**config.mk**
```make
export PLATFORM = sky130hd
export DESIGN_NAME = alarm_ctrl_flat
export DESIGN_NICKNAME = d
export VERILOG_FILES = /design/src/rtl/alarm_if.sv /design/src/rtl/alarm_ctrl.sv /design/src/flat_wrapper.sv
export SDC_FILE = /design/constraint.sdc
export NUM_CORES = 1
export LEC_CHECK = 0
export ABC_AREA = 0
export CAP_MARGIN = 20
export CORE_MARGIN = 1.5
export CORE_UTILIZATION = 51
export CTS_CLUSTER_SIZE = 24
export DETAILED_ROUTE_END_ITERATION = 8
export PLACE_DENSITY = 0.81
export REMOVE_ABC_BUFFERS = 1
export SKIP_CTS_REPAIR_TIMING = 1
export SKIP_LAST_GASP = 1
export SLEW_MARGIN = 20
export SYNTH_ARGS = -nofsm -noshare
export SYNTH_HDL_FRONTEND = slang
export SYNTH_SLANG_ARGS = --single-unit
export TNS_END_PERCENT = 1
```
**constraint.sdc**
```tcl
create_clock -name clk -period 2.56 [get_ports clk]
set_input_delay 0.384 -clock clk [delete_from_list [all_inputs] [get_ports clk]]
set_output_delay 0.384 -clock clk [all_outputs]
set_load 0.05 [all_outputs]
```
**src/rtl/alarm_if.sv**
```systemverilog
// Alarm controller signal bundle.
// Groups everything between the alarm stage and its neighbours: the watch
// time digits and one-second tick, the user set/arm/stop/snooze pulses, and
// the stored alarm digits, status flags and buzzer going back out.
//   master : drives time, tick and user pulses; observes alarm outputs
//   slave  : the alarm controller itself
interface alarm_if;
  logic       tim_over;
  logic [3:0] hourdec_now;
  logic [3:0] hourone_now;
  logic [3:0] mindec_now;
  logic [3:0] minone_now;
  logic       set_valid;
  logic [3:0] hourdec_set;
  logic [3:0] hourone_set;
  logic [3:0] mindec_set;
  logic [3:0] minone_set;
  logic       arm_toggle;
  logic       stop;
  logic       snooze;
  logic       set_err;
  logic [3:0] alarm_hourdec;
  logic [3:0] alarm_hourone;
  logic [3:0] alarm_mindec;
  logic [3:0] alarm_minone;
  logic       armed;
  logic       ringing;
  logic       snoozing;
  logic       buzzer;

  modport slave (
    input  tim_over, hourdec_now, hourone_now, mindec_now, minone_now,
    input  set_valid, hourdec_set, hourone_set, mindec_set, minone_set,
    input  arm_toggle, stop, snooze,
    output set_err, alarm_hourdec, alarm_hourone, alarm_mindec, alarm_minone,
    output armed, ringing, snoozing, buzzer
  );

  modport master (
    output tim_over, hourdec_now, hourone_now, mindec_now, minone_now,
    output set_valid, hourdec_set, hourone_set, mindec_set, minone_set,
    output arm_toggle, stop, snooze,
    input  set_err, alarm_hourdec, alarm_hourone, alarm_mindec, alarm_minone,
    input  armed, ringing, snoozing, buzzer
  );
endinterface

```
**src/rtl/alarm_ctrl.sv**
```systemverilog
// Alarm controller sitting behind the watch counter.
// Stores a validated alarm time, detects the first cycle of the matching
// minute, and runs a DISARMED/ARMED/RINGING/SNOOZE state machine that drives
// a square-wave buzzer and LED status flags.
// Ports:
//   clk  - system clock
//   rstn - asynchronous active-low reset
//   bus  - alarm_if.slave: time digits + tim_over tick, set/arm/stop/snooze
//          pulses in; set_err, alarm digits, armed/ringing/snoozing, buzzer out
module alarm_ctrl #(
  parameter int SNOOZE_MIN     = 5,
  parameter int RING_TIMEOUT_S = 60,
  parameter int TONE_DIV       = 25000
) (
  input  logic   clk,
  input  logic   rstn,
  alarm_if.slave bus
);

  localparam int              TONE_W    = $clog2(TONE_DIV);
  localparam logic [7:0]      RING_LAST = 8'(RING_TIMEOUT_S - 1);
  localparam logic [9:0]      SNZ_INIT  = 10'(SNOOZE_MIN * 60 - 1);
  localparam logic [TONE_W-1:0] TONE_LAST = TONE_W'(TONE_DIV - 1);

  typedef enum logic [1:0] {
    DISARMED = 2'd0,
    ARMED    = 2'd1,
    RINGING  = 2'd2,
    SNOOZE   = 2'd3
  } state_t;

  state_t              state_q, state_d;
  logic [7:0]          ring_cnt_q, ring_cnt_d;
  logic [9:0]          snz_cnt_q, snz_cnt_d;
  logic [TONE_W-1:0]   tone_cnt_q, tone_cnt_d;
  logic                buzzer_q, buzzer_d;
  logic                match_q;
  logic                set_err_q, set_err_d;
  logic [3:0]          alm_hd_q, alm_ho_q, alm_md_q, alm_mo_q;

  logic match, trigger, set_legal;

  assign match = (bus.hourdec_now == alm_hd_q) && (bus.hourone_now == alm_ho_q) &&
                 (bus.mindec_now  == alm_md_q) && (bus.minone_now  == alm_mo_q);
  // Only the first cycle of a matching minute may start a ring.
  assign trigger = match & ~match_q;

  assign set_legal = (bus.hourdec_set <= 4'd2) && (bus.hourone_set <= 4'd9) &&
                     !((bus.hourdec_set == 4'd2) && (bus.hourone_set > 4'd3)) &&
                     (bus.mindec_set <= 4'd5) && (bus.minone_set <= 4'd9);
  assign set_err_d = bus.set_valid & ~set_legal;

  always_comb begin
    state_d    = state_q;
    ring_cnt_d = ring_cnt_q;
    snz_cnt_d  = snz_cnt_q;
    case (state_q)
      DISARMED: begin
        if (bus.arm_toggle) state_d = ARMED;
      end
      ARMED: begin
        if (bus.arm_toggle) begin
          state_d = DISARMED;
        end else if (trigger) begin
          state_d    = RINGING;
          ring_cnt_d = '0;
        end
      end
      RINGING: begin
        if (bus.arm_toggle) begin
          state_d = DISARMED;
        end else if (bus.stop) begin
          state_d = ARMED;
        end else if (bus.snooze) begin
          state_d   = SNOOZE;
          snz_cnt_d = SNZ_INIT;
        end else if (bus.tim_over) begin
          if (ring_cnt_q == RING_LAST) state_d = ARMED;
          else ring_cnt_d = ring_cnt_q + 8'd1;
        end
      end
      SNOOZE: begin
        if (bus.arm_toggle) begin
          state_d = DISARMED;
        end else if (bus.stop) begin
          state_d = ARMED;
        end else if (bus.tim_over) begin
          if (snz_cnt_q == 10'd0) begin
            state_d    = RINGING;
            ring_cnt_d = '0;
          end else begin
            snz_cnt_d = snz_cnt_q - 10'd1;
          end
        end
      end
      default: state_d = DISARMED;
    endcase
  end

  // Tone generator follows the next state so the buzzer turns on together
  // with ringing and drops together with it.
  always_comb begin
    tone_cnt_d = '0;
    buzzer_d   = 1'b0;
    if (state_d == RINGING) begin
      if (state_q != RINGING) begin
        buzzer_d = 1'b1;
      end else if (tone_cnt_q == TONE_LAST) begin
        buzzer_d = ~buzzer_q;
      end else begin
        tone_cnt_d = tone_cnt_q + TONE_W'(1);
        buzzer_d   = buzzer_q;
      end
    end
  end

  always_ff @(posedge clk or negedge rstn) begin
    if (!rstn) begin
      state_q    <= DISARMED;
      ring_cnt_q <= '0;
      snz_cnt_q  <= '0;
      tone_cnt_q <= '0;
      buzzer_q   <= 1'b0;
      match_q    <= 1'b0;
      set_err_q  <= 1'b0;
      alm_hd_q   <= '0;
      alm_ho_q   <= '0;
      alm_md_q   <= '0;
      alm_mo_q   <= '0;
    end else begin
      state_q    <= state_d;
      ring_cnt_q <= ring_cnt_d;
      snz_cnt_q  <= snz_cnt_d;
      tone_cnt_q <= tone_cnt_d;
      buzzer_q   <= buzzer_d;
      match_q    <= match;
      set_err_q  <= set_err_d;
      if (bus.set_valid && set_legal) begin
        alm_hd_q <= bus.hourdec_set;
        alm_ho_q <= bus.hourone_set;
        alm_md_q <= bus.mindec_set;
        alm_mo_q <= bus.minone_set;
      end
    end
  end

  assign bus.set_err       = set_err_q;
  assign bus.alarm_hourdec = alm_hd_q;
  assign bus.alarm_hourone = alm_ho_q;
  assign bus.alarm_mindec  = alm_md_q;
  assign bus.alarm_minone  = alm_mo_q;
  assign bus.armed         = (state_q != DISARMED);
  assign bus.ringing       = (state_q == RINGING);
  assign bus.snoozing      = (state_q == SNOOZE);
  assign bus.buzzer        = buzzer_q;

endmodule

```
**src/flat_wrapper.sv**
```systemverilog
// flat-port wrapper written by rule: the top's interface ports become plain ports
module alarm_ctrl_flat 
#(
  parameter int SNOOZE_MIN     = 5,
  parameter int RING_TIMEOUT_S = 60,
  parameter int TONE_DIV       = 25000
)
  (clk, rstn, bus_tim_over, bus_hourdec_now, bus_hourone_now, bus_mindec_now, bus_minone_now, bus_set_valid, bus_hourdec_set, bus_hourone_set, bus_mindec_set, bus_minone_set, bus_arm_toggle, bus_stop, bus_snooze, bus_set_err, bus_alarm_hourdec, bus_alarm_hourone, bus_alarm_mindec, bus_alarm_minone, bus_armed, bus_ringing, bus_snoozing, bus_buzzer);
  alarm_if bus_i ();
  input  logic clk;
  input  logic rstn;
  input wire logic [$bits(bus_i.tim_over)-1:0] bus_tim_over;
  input wire logic [$bits(bus_i.hourdec_now)-1:0] bus_hourdec_now;
  input wire logic [$bits(bus_i.hourone_now)-1:0] bus_hourone_now;
  input wire logic [$bits(bus_i.mindec_now)-1:0] bus_mindec_now;
  input wire logic [$bits(bus_i.minone_now)-1:0] bus_minone_now;
  input wire logic [$bits(bus_i.set_valid)-1:0] bus_set_valid;
  input wire logic [$bits(bus_i.hourdec_set)-1:0] bus_hourdec_set;
  input wire logic [$bits(bus_i.hourone_set)-1:0] bus_hourone_set;
  input wire logic [$bits(bus_i.mindec_set)-1:0] bus_mindec_set;
  input wire logic [$bits(bus_i.minone_set)-1:0] bus_minone_set;
  input wire logic [$bits(bus_i.arm_toggle)-1:0] bus_arm_toggle;
  input wire logic [$bits(bus_i.stop)-1:0] bus_stop;
  input wire logic [$bits(bus_i.snooze)-1:0] bus_snooze;
  output wire logic [$bits(bus_i.set_err)-1:0] bus_set_err;
  output wire logic [$bits(bus_i.alarm_hourdec)-1:0] bus_alarm_hourdec;
  output wire logic [$bits(bus_i.alarm_hourone)-1:0] bus_alarm_hourone;
  output wire logic [$bits(bus_i.alarm_mindec)-1:0] bus_alarm_mindec;
  output wire logic [$bits(bus_i.alarm_minone)-1:0] bus_alarm_minone;
  output wire logic [$bits(bus_i.armed)-1:0] bus_armed;
  output wire logic [$bits(bus_i.ringing)-1:0] bus_ringing;
  output wire logic [$bits(bus_i.snoozing)-1:0] bus_snoozing;
  output wire logic [$bits(bus_i.buzzer)-1:0] bus_buzzer;
  assign bus_i.tim_over = bus_tim_over;
  assign bus_i.hourdec_now = bus_hourdec_now;
  assign bus_i.hourone_now = bus_hourone_now;
  assign bus_i.mindec_now = bus_mindec_now;
  assign bus_i.minone_now = bus_minone_now;
  assign bus_i.set_valid = bus_set_valid;
  assign bus_i.hourdec_set = bus_hourdec_set;
  assign bus_i.hourone_set = bus_hourone_set;
  assign bus_i.mindec_set = bus_mindec_set;
  assign bus_i.minone_set = bus_minone_set;
  assign bus_i.arm_toggle = bus_arm_toggle;
  assign bus_i.stop = bus_stop;
  assign bus_i.snooze = bus_snooze;
  assign bus_set_err = bus_i.set_err;
  assign bus_alarm_hourdec = bus_i.alarm_hourdec;
  assign bus_alarm_hourone = bus_i.alarm_hourone;
  assign bus_alarm_mindec = bus_i.alarm_mindec;
  assign bus_alarm_minone = bus_i.alarm_minone;
  assign bus_armed = bus_i.armed;
  assign bus_ringing = bus_i.ringing;
  assign bus_snoozing = bus_i.snoozing;
  assign bus_buzzer = bus_i.buzzer;
  alarm_ctrl #(.SNOOZE_MIN(SNOOZE_MIN), .RING_TIMEOUT_S(RING_TIMEOUT_S), .TONE_DIV(TONE_DIV)) u_core (.clk(clk), .rstn(rstn), .bus(bus_i));
endmodule
```
==> results of run 1 <==
## cells by family after synthesis
logic type,count (synthesis),synth area share [%]
flip-flops,54,46.7
adder cells (fa/ha/maj),3,1.30
AND/OR/NAND/NOR,112,20.2
buffers and inverters,25,3.76
XOR/XNOR,37,11.2
AO/OA/AOI/OAI,41,11.0
multiplexers,15,5.92
## flip-flops by register name, summed over array words and instances, names as in the netlist, 2 cells and up
name and cells:
u_core.bus.alarm_minone 4, u_core.ring_cnt_q 8, u_core.state_q 2, u_core.snz_cnt_q 10, u_core.tone_cnt_q 15, u_core.bus.alarm_hourdec 4
u_core.bus.alarm_hourone 4, u_core.bus.alarm_mindec 4
## power groups by stage
stage / Clock, mW / Combinational, mW / Sequential [mW]
2_1_floorplan: 0 / 0.128 / 1.10
3_3_place_gp: 0 / 0.471 / 0.961
3_5_place_dp: 0 / 0.475 / 0.964
4_1_cts: 0.689 / 0.477 / 0.948
5_1_grt: 0.724 / 0.500 / 0.954
6_report: 0.682 / 0.472 / 0.948
## final timing paths
path                                      startpoint                    endpoint  slack, ns  cells after the start
worst max-delay path               u_core.state_q[0]                bus_snoozing       0.20                      2
worst min-delay path                            rstn  u_core.bus.alarm_mindec[0]        0.1                      1
worst max register to register   u_core.snz_cnt_q[1]         u_core.snz_cnt_q[6]       0.23                      8
worst min register to register  u_core.tone_cnt_q[0]        u_core.tone_cnt_q[0]       0.48                      1
max in group asynchronous                       rstn  u_core.bus.alarm_minone[3]       1.79                      2
min in group clk                u_core.tone_cnt_q[0]        u_core.tone_cnt_q[0]       0.48                      1
## Yosys cell counts, types with 2 or more instances
| master | count | share of area, % |
|---|---|---|
| a211oi_1 | 2 | 0.52 |
| xor2_1 | 7 | 2.1 |
| nand2_1 | 15 | 1.9 |
| a31oi_1 | 7 | 1.5 |
| nor2b_1 | 10 | 2.2 |
| nand3_1 | 18 | 3.1 |
| and3_1 | 4 | 0.86 |
| nor3_1 | 13 | 2.2 |
| nand2b_1 | 3 | 0.65 |
| xnor2_1 | 30 | 9.1 |
| a21oi_1 | 4 | 0.69 |
| clkbuf_1 | 2 | 0.26 |
| or3_1 | 2 | 0.43 |
| nand4_1 | 5 | 1.1 |
| nor4_1 | 3 | 0.65 |
| buf_2 | 6 | 1.0 |
| ha_1 | 3 | 1.3 |
| o21ai_0 | 8 | 1.4 |
| a2111oi_0 | 3 | 0.91 |
| inv_1 | 15 | 1.9 |
| dfrtp_1 | 54 | 47 |
| and2_1 | 2 | 0.43 |
| o21a_1 | 2 | 0.52 |
| mux2_2 | 13 | 5.1 |
| nor2_1 | 29 | 3.8 |
## layer usage
| metal | track usage, % | wire (um) | up-vias |
|---|---|---|---|
| met3 | 5.23 | 255 | 8 |
| met5 | 0 | 0 | - |
| met4 | 6.07 | 83 | 0 |
| li1 | - | - | 1147 |
| met2 | 37.4 | 3140 | 57 |
| met1 | 30.2 | 2900 | 1125 |
## layout make-up
class / count / area share, %
clock buffer: 5 / 1.83
timing repair buffer: 72 / 18.1
clock inverter: 3 / 1.83
inverter: 15 / 1.50
multi-input combinational: 208 / 38.3
tap: 72 / 2.40
sequential: 54 / 36.0
## worst max-delay path, stage by stage (launching register included)
cell             delay [ns]
dfrtp_1                0.61
and2_1                 0.24
clkdlybuf4s50_1        0.81
## through the flow
stage                     util, %  hold WS, ns
after floorplan                 -       0.0884
after global placement       65.6        0.450
after detailed placement     65.6        0.462
after CTS                    68.1        0.129
after global routing         68.1        0.172
final                        68.1       0.0998
==> key figures, run 1 <==
Layout
  – Fill count: 441
  – # diodes: 0
  – Non-Filler Instances: around 430
  – Share of layout cells above drive strength 1: 12.6%
  – Area growth, synth to finish: 29.5%
  – FF/Latch Area: roughly 1400 um^2
  – Most common cell after layout, fill and taps aside: clkdlybuf4s50_1
  – Commonest cells after routing, fill and taps aside: clkdlybuf4s50_1, dfrtp_1, xnor2_1
  – Multi-input gate area: 1440 um^2
  – Nets: 398
  – Post-layout instance area: 3750 um^2

Flow run
  – Max-cap viol count: 0

Placed design
  – Pre-CTS WS: 0.225 ns
  – DP Area: 3610 um^2
  – IO buf count: 59
  – Post-DP HPWL: approximately 4800 um
  – DP Cell Count: 421
  – Routability cong.: 0.796

Setup path
  – Crit path kind: flop to output port
  – Worst EP required: 2.18 ns
  – CP max FO: 13
  – CP Capture Type: output port
  – Critical path arrival: about 2.0 ns
  – Critical Path Start Type: flop

Route
  – Final WL: 6380 um
  – Routed len/inst: 14.9 um
  – Final ANT Viol Nets: 0
  – First-pass iteration count of the detailed router: 4
  – Iter 0 DRT Violations: 131
  – Drt drc: 0
  – DR vias: 2337
  – DR vias/cell: 5.45

Power
  – P_leak: 1.55 nW
  – Maximum vdd drop: 0.483 mV
  – PD cells: 560 nW/um^2
  – NetSw: 0.605 mW
  – P_int: 1.50 mW
  – Flop pwr share: between 40 and 50%
  – Combinational share of power: 22.4%
  – Total power: about 2.1 mW
  – Switching share of power: 28.8%
  – Clk pwr share: ~33%

Global route
  – Via count of the first global-routing pass: 2375
  – Initial antenna violation count: 0
  – Global route overflow: 0
  – GRT Overall Usage: 22.7%
  – Global-route wire length before repair: around 11000 um
  – Pin count of the biggest net entering global routing: 33

Clock network
  – CTS tree: built
  – Worst-path clk slew: ~0.10 ns
  – TritonCTS buffer count: 5
  – CTS root buf: clkbuf_8
  – Max clock buf depth: 2
  – CTS H-tree depth: 2
  – CTS sink count: 54
  – Clk_lat worst skew: 0.32 ns

Die
  – Core footprint: 5510 um^2
  – Die Span X: 78.4 um
  – Die Area: 6140 um^2
  – Die Height: just under 80 um
  – Row Count: 27
  – IO Pins: 60
  – Starting Density: 52.6%

STA
  – Final count of hold timing violations: 0
  – Max-slew headroom: 53.1%
  – Post-route minimum period: around 2.4 ns
  – Worst-margin pin slew: 0.703 ns
  – Setup violators final: 0
  – Part of the cycle the worst path needs: just over 90%
  – Clock skew: 0.00856 ns
  – RSZ-0062 raised after global routing: false
  – Final Max Slew Viols: 0
  – Final WS setup: 0.204 ns
  – Fmax: around 420 MHz
  – Setup TNS: 0 ns

Synth
  – Number of flops mapped to enable cells by yosys: 0
  – Post-Synthesis Cells: 287
  – Register bit total from synthesis: 54
  – Syn_area_per_cell: around 10 um^2
  – Sequential element share of the synthesized area: 46.7%
  – Synth warn: 0
  – Ys async rst share: 100%
  – Post-synth top flop: dfrtp_1
  – Yosys cell types: 52
  – Synthesized area: 2900 um^2

Min path
  – Type of the most critical hold path: input port to async pin

Run status
  – Status: finished clean
No activity file was read; power rests on OpenSTA's default activity.
==> inputs of run 2 (changes only) <==
--- a/config.mk
+++ b/config.mk
@@ -12,6 +12,7 @@
 export CTS_CLUSTER_SIZE = 24
 export DETAILED_ROUTE_END_ITERATION = 8
 export PLACE_DENSITY = 0.81
+export RECOVER_POWER = 100
 export REMOVE_ABC_BUFFERS = 1
 export SKIP_CTS_REPAIR_TIMING = 1
 export SKIP_LAST_GASP = 1
==> run 2 against run 1 <==
  * The run now ends with max-capacitance violations, max-slew violations left
  * First-iteration DRC count down 3.8%
  * Fmax down 3.1%
  * Final area down 1.1%
  * Global-route usage unchanged
  * Die area unchanged
  * Clock skew down 0.00060 ns
  * Wire length down 0.47%
  * Cell count unchanged
  * Clock power about the same
  * Critical path depth unchanged
  * Critical endpoint unchanged
==> key figures, run 2 (same netlist as run 1, synthesis figures left out) <==
Global route
  – Pin count of the biggest net entering global routing: 33 (unchanged)
  – Via count of the first global-routing pass: 2375 (unchanged)
  – Global route overflow: 0 (unchanged)
  – Global-route wire length before repair: 10900 um (unchanged)
  – GRT Overall Usage: 22.7% (unchanged)
  – Initial antenna violation count: 0 (unchanged)

Run status
  – Violated checks: max-capacitance violations, max-slew violations
  – Status: complete, but fails checks

Layout
  – Nets: 398 (unchanged)
  – Biggest regs: u_core.tone_cnt_q x15, u_core.snz_cnt_q x10, u_core.ring_cnt_q x8
  – # diodes: 0 (unchanged)
  – Area growth, synth to finish: 28.1%
  – Largest Register: u_core.tone_cnt_q
  – Largest register FFs: 15 (unchanged)
  – Share of layout cells above drive strength 1: 9.52% (-3.1 points)
  – Final Core Density: 67.4% (-0.75 points)
  – Fill count: 449 (+1.8%)
  – Post-layout instance area: 3710 um^2 (-1.1%)
  – Most common cell after layout, fill and taps aside: dfrtp_1
  – Commonest cells after routing, fill and taps aside: dfrtp_1, clkdlybuf4s50_1, xnor2_1

STA
  – Fmax: 411 MHz (-3.1%)
  – RSZ-0062 raised after global routing: false
  – Setup violators final: 0 (unchanged)
  – Final count of hold timing violations: 0 (unchanged)
  – Clock skew: 0.00796 ns (-0.000603 ns)
  – Worst-margin pin slew: 1.69 ns (+0.986 ns)
  – Setup TNS: 0 ns (unchanged)
  – Max-slew headroom: -12.6% (-66 points)
  – Post-route minimum period: 2.43 ns (+0.0765 ns)
  – Final Max Slew Viols: 33 (+33)
  – Part of the cycle the worst path needs: 95.0% (+3.0 points)

Power
  – PD cells: 560 nW/um^2 (about the same)
  – Total power: 2.08 mW (-1.0%)
  – Maximum vdd drop: 0.478 mV (-1.0%)
  – P_leak: 1.56 nW (+0.89%)

Clock network
  – Worst-path clk slew: 0.09 ns (about the same)
  – Max clock buf depth: 2 (unchanged)
  – CTS sink count: 54 (unchanged)
  – TritonCTS buffer count: 5 (unchanged)
  – Clk_lat worst skew: 0.32 ns (about the same)
  – CTS H-tree depth: 2 (unchanged)
  – CTS root buf: clkbuf_8
  – CTS tree: built

Route
  – DR vias: 2315 (-0.94%)
  – Drt drc: 0 (unchanged)
  – Final WL: 6350 um (-0.47%)
  – First-pass iteration count of the detailed router: 4 (unchanged)
  – DR vias/cell: 5.40 (-0.94%)
  – Iter 0 DRT Violations: 126 (-3.8%)
  – Final ANT Viol Nets: 0 (unchanged)
  – Routed len/inst: 14.8 um (-0.47%)

Die
  – IO Pins: 60 (unchanged)
  – Row Count: 27 (unchanged)
  – Starting Density: 52.6% (unchanged)
  – Die Span X: 78.4 um (unchanged)
  – Core footprint: 5510 um^2 (unchanged)
  – Die Area: 6140 um^2 (unchanged)
  – Die Height: 78.4 um (unchanged)

Setup path
  – Critical path arrival: 2.05 ns (+0.08 ns)
  – Crit path kind: flop to output port
  – CP Capture Type: output port
  – Critical Path Start Type: flop
  – Worst path slowest cell: dlygate4sd3_1
  – CP max FO: 13 (unchanged)
  – Crit-path cells: and2_1, dlygate4sd3_1
  – Largest stage delay, worst path: 0.88 ns (+0.07 ns)
  – Worst EP required: 2.18 ns (about the same)
  – Critical path's top delay family: buffers and inverters
  – WP buf/inv: 1 (unchanged)

Placed design
  – Post-DP HPWL: 4790 um (unchanged)
  – DP Area: 3610 um^2 (unchanged)
  – IO buf count: 59 (unchanged)
  – Routability cong.: 0.796 (unchanged)

Min path
  – Type of the most critical hold path: flop to flop

Flow run
  – Max-cap viol count: 1 (+1)
[run 2: changes by cell type in the layout (fill, tap and decap cells not counted), moves of 7 or more]
cell / previous run / this run
dlygate4sd3_1: 0 / 21
clkbuf_1: 0 / 8
buf_4: 14 / 7
clkdlybuf4s50_1: 57 / 36
[run 2: through the flow]
| step | setup slack, ns | instances | hold WS [ns] |
|---|---|---|---|
| 2_1_floorplan | 0.425 | 277 | 0.0884 |
| 3_3_place_gp | 0.257 | 421 | 0.450 |
| 3_5_place_dp | 0.225 | 421 | 0.462 |
| 4_1_cts | 0.207 | 429 | 0.129 |
| 5_1_grt | 0.0385 | 429 | 0.502 |
| 6_report | 0.127 | 429 | 0.474 |
[run 2: path summary, 6_finish.rpt]
| path | to | startpoint | slack (ns) | depth (start not counted) |
|---|---|---|---|---|
| worst max-delay path | bus_snoozing | u_core.state_q[0] | 0.13 | 2 |
| worst min-delay path | u_core.tone_cnt_q[0] | u_core.tone_cnt_q[0] | 0.47 | 1 |
| worst max register to register | u_core.ring_cnt_q[1] | u_core.snz_cnt_q[1] | 0.25 | 7 |
| worst min register to register | u_core.tone_cnt_q[0] | u_core.tone_cnt_q[0] | 0.47 | 1 |
| max in group asynchronous | u_core.bus.alarm_minone[3] | rstn | 0.70 | 2 |
| min in group asynchronous | u_core.bus.alarm_mindec[0] | rstn | 0.48 | 1 |
[run 2: area by class of cell]
cell class                      instances  area [um^2]  share of cell area (%)
Multi-Input combinational cell        208         1420                    38.3
Clock inverter                          3         68.8                    1.85
Inverter                               15         56.3                    1.52
Timing Repair Buffer                   72          653                    17.6
Sequential cell                        54         1350                    36.4
Clock buffer                            5         68.8                    1.85
Tap cell                               72         90.1                    2.43
[run 2: power by group]
group          total (mW)  internal (mW)  switching [mW]
Combinational       0.453          0.190           0.262
Sequential          0.945          0.896          0.0490
Clock               0.681          0.392           0.290
Total                2.08           1.48           0.601
[run 2: per-layer routing]
| metal | routed length (um) | vias to the layer above | GRT usage, % |
|---|---|---|---|
| met5 | 0 | - | 0 |
| met2 | 3160 | 38 | 37.4 |
| met4 | 83 | 0 | 6.07 |
| met3 | 254 | 8 | 5.23 |
| met1 | 2850 | 1123 | 30.2 |
| li1 | - | 1146 | - |
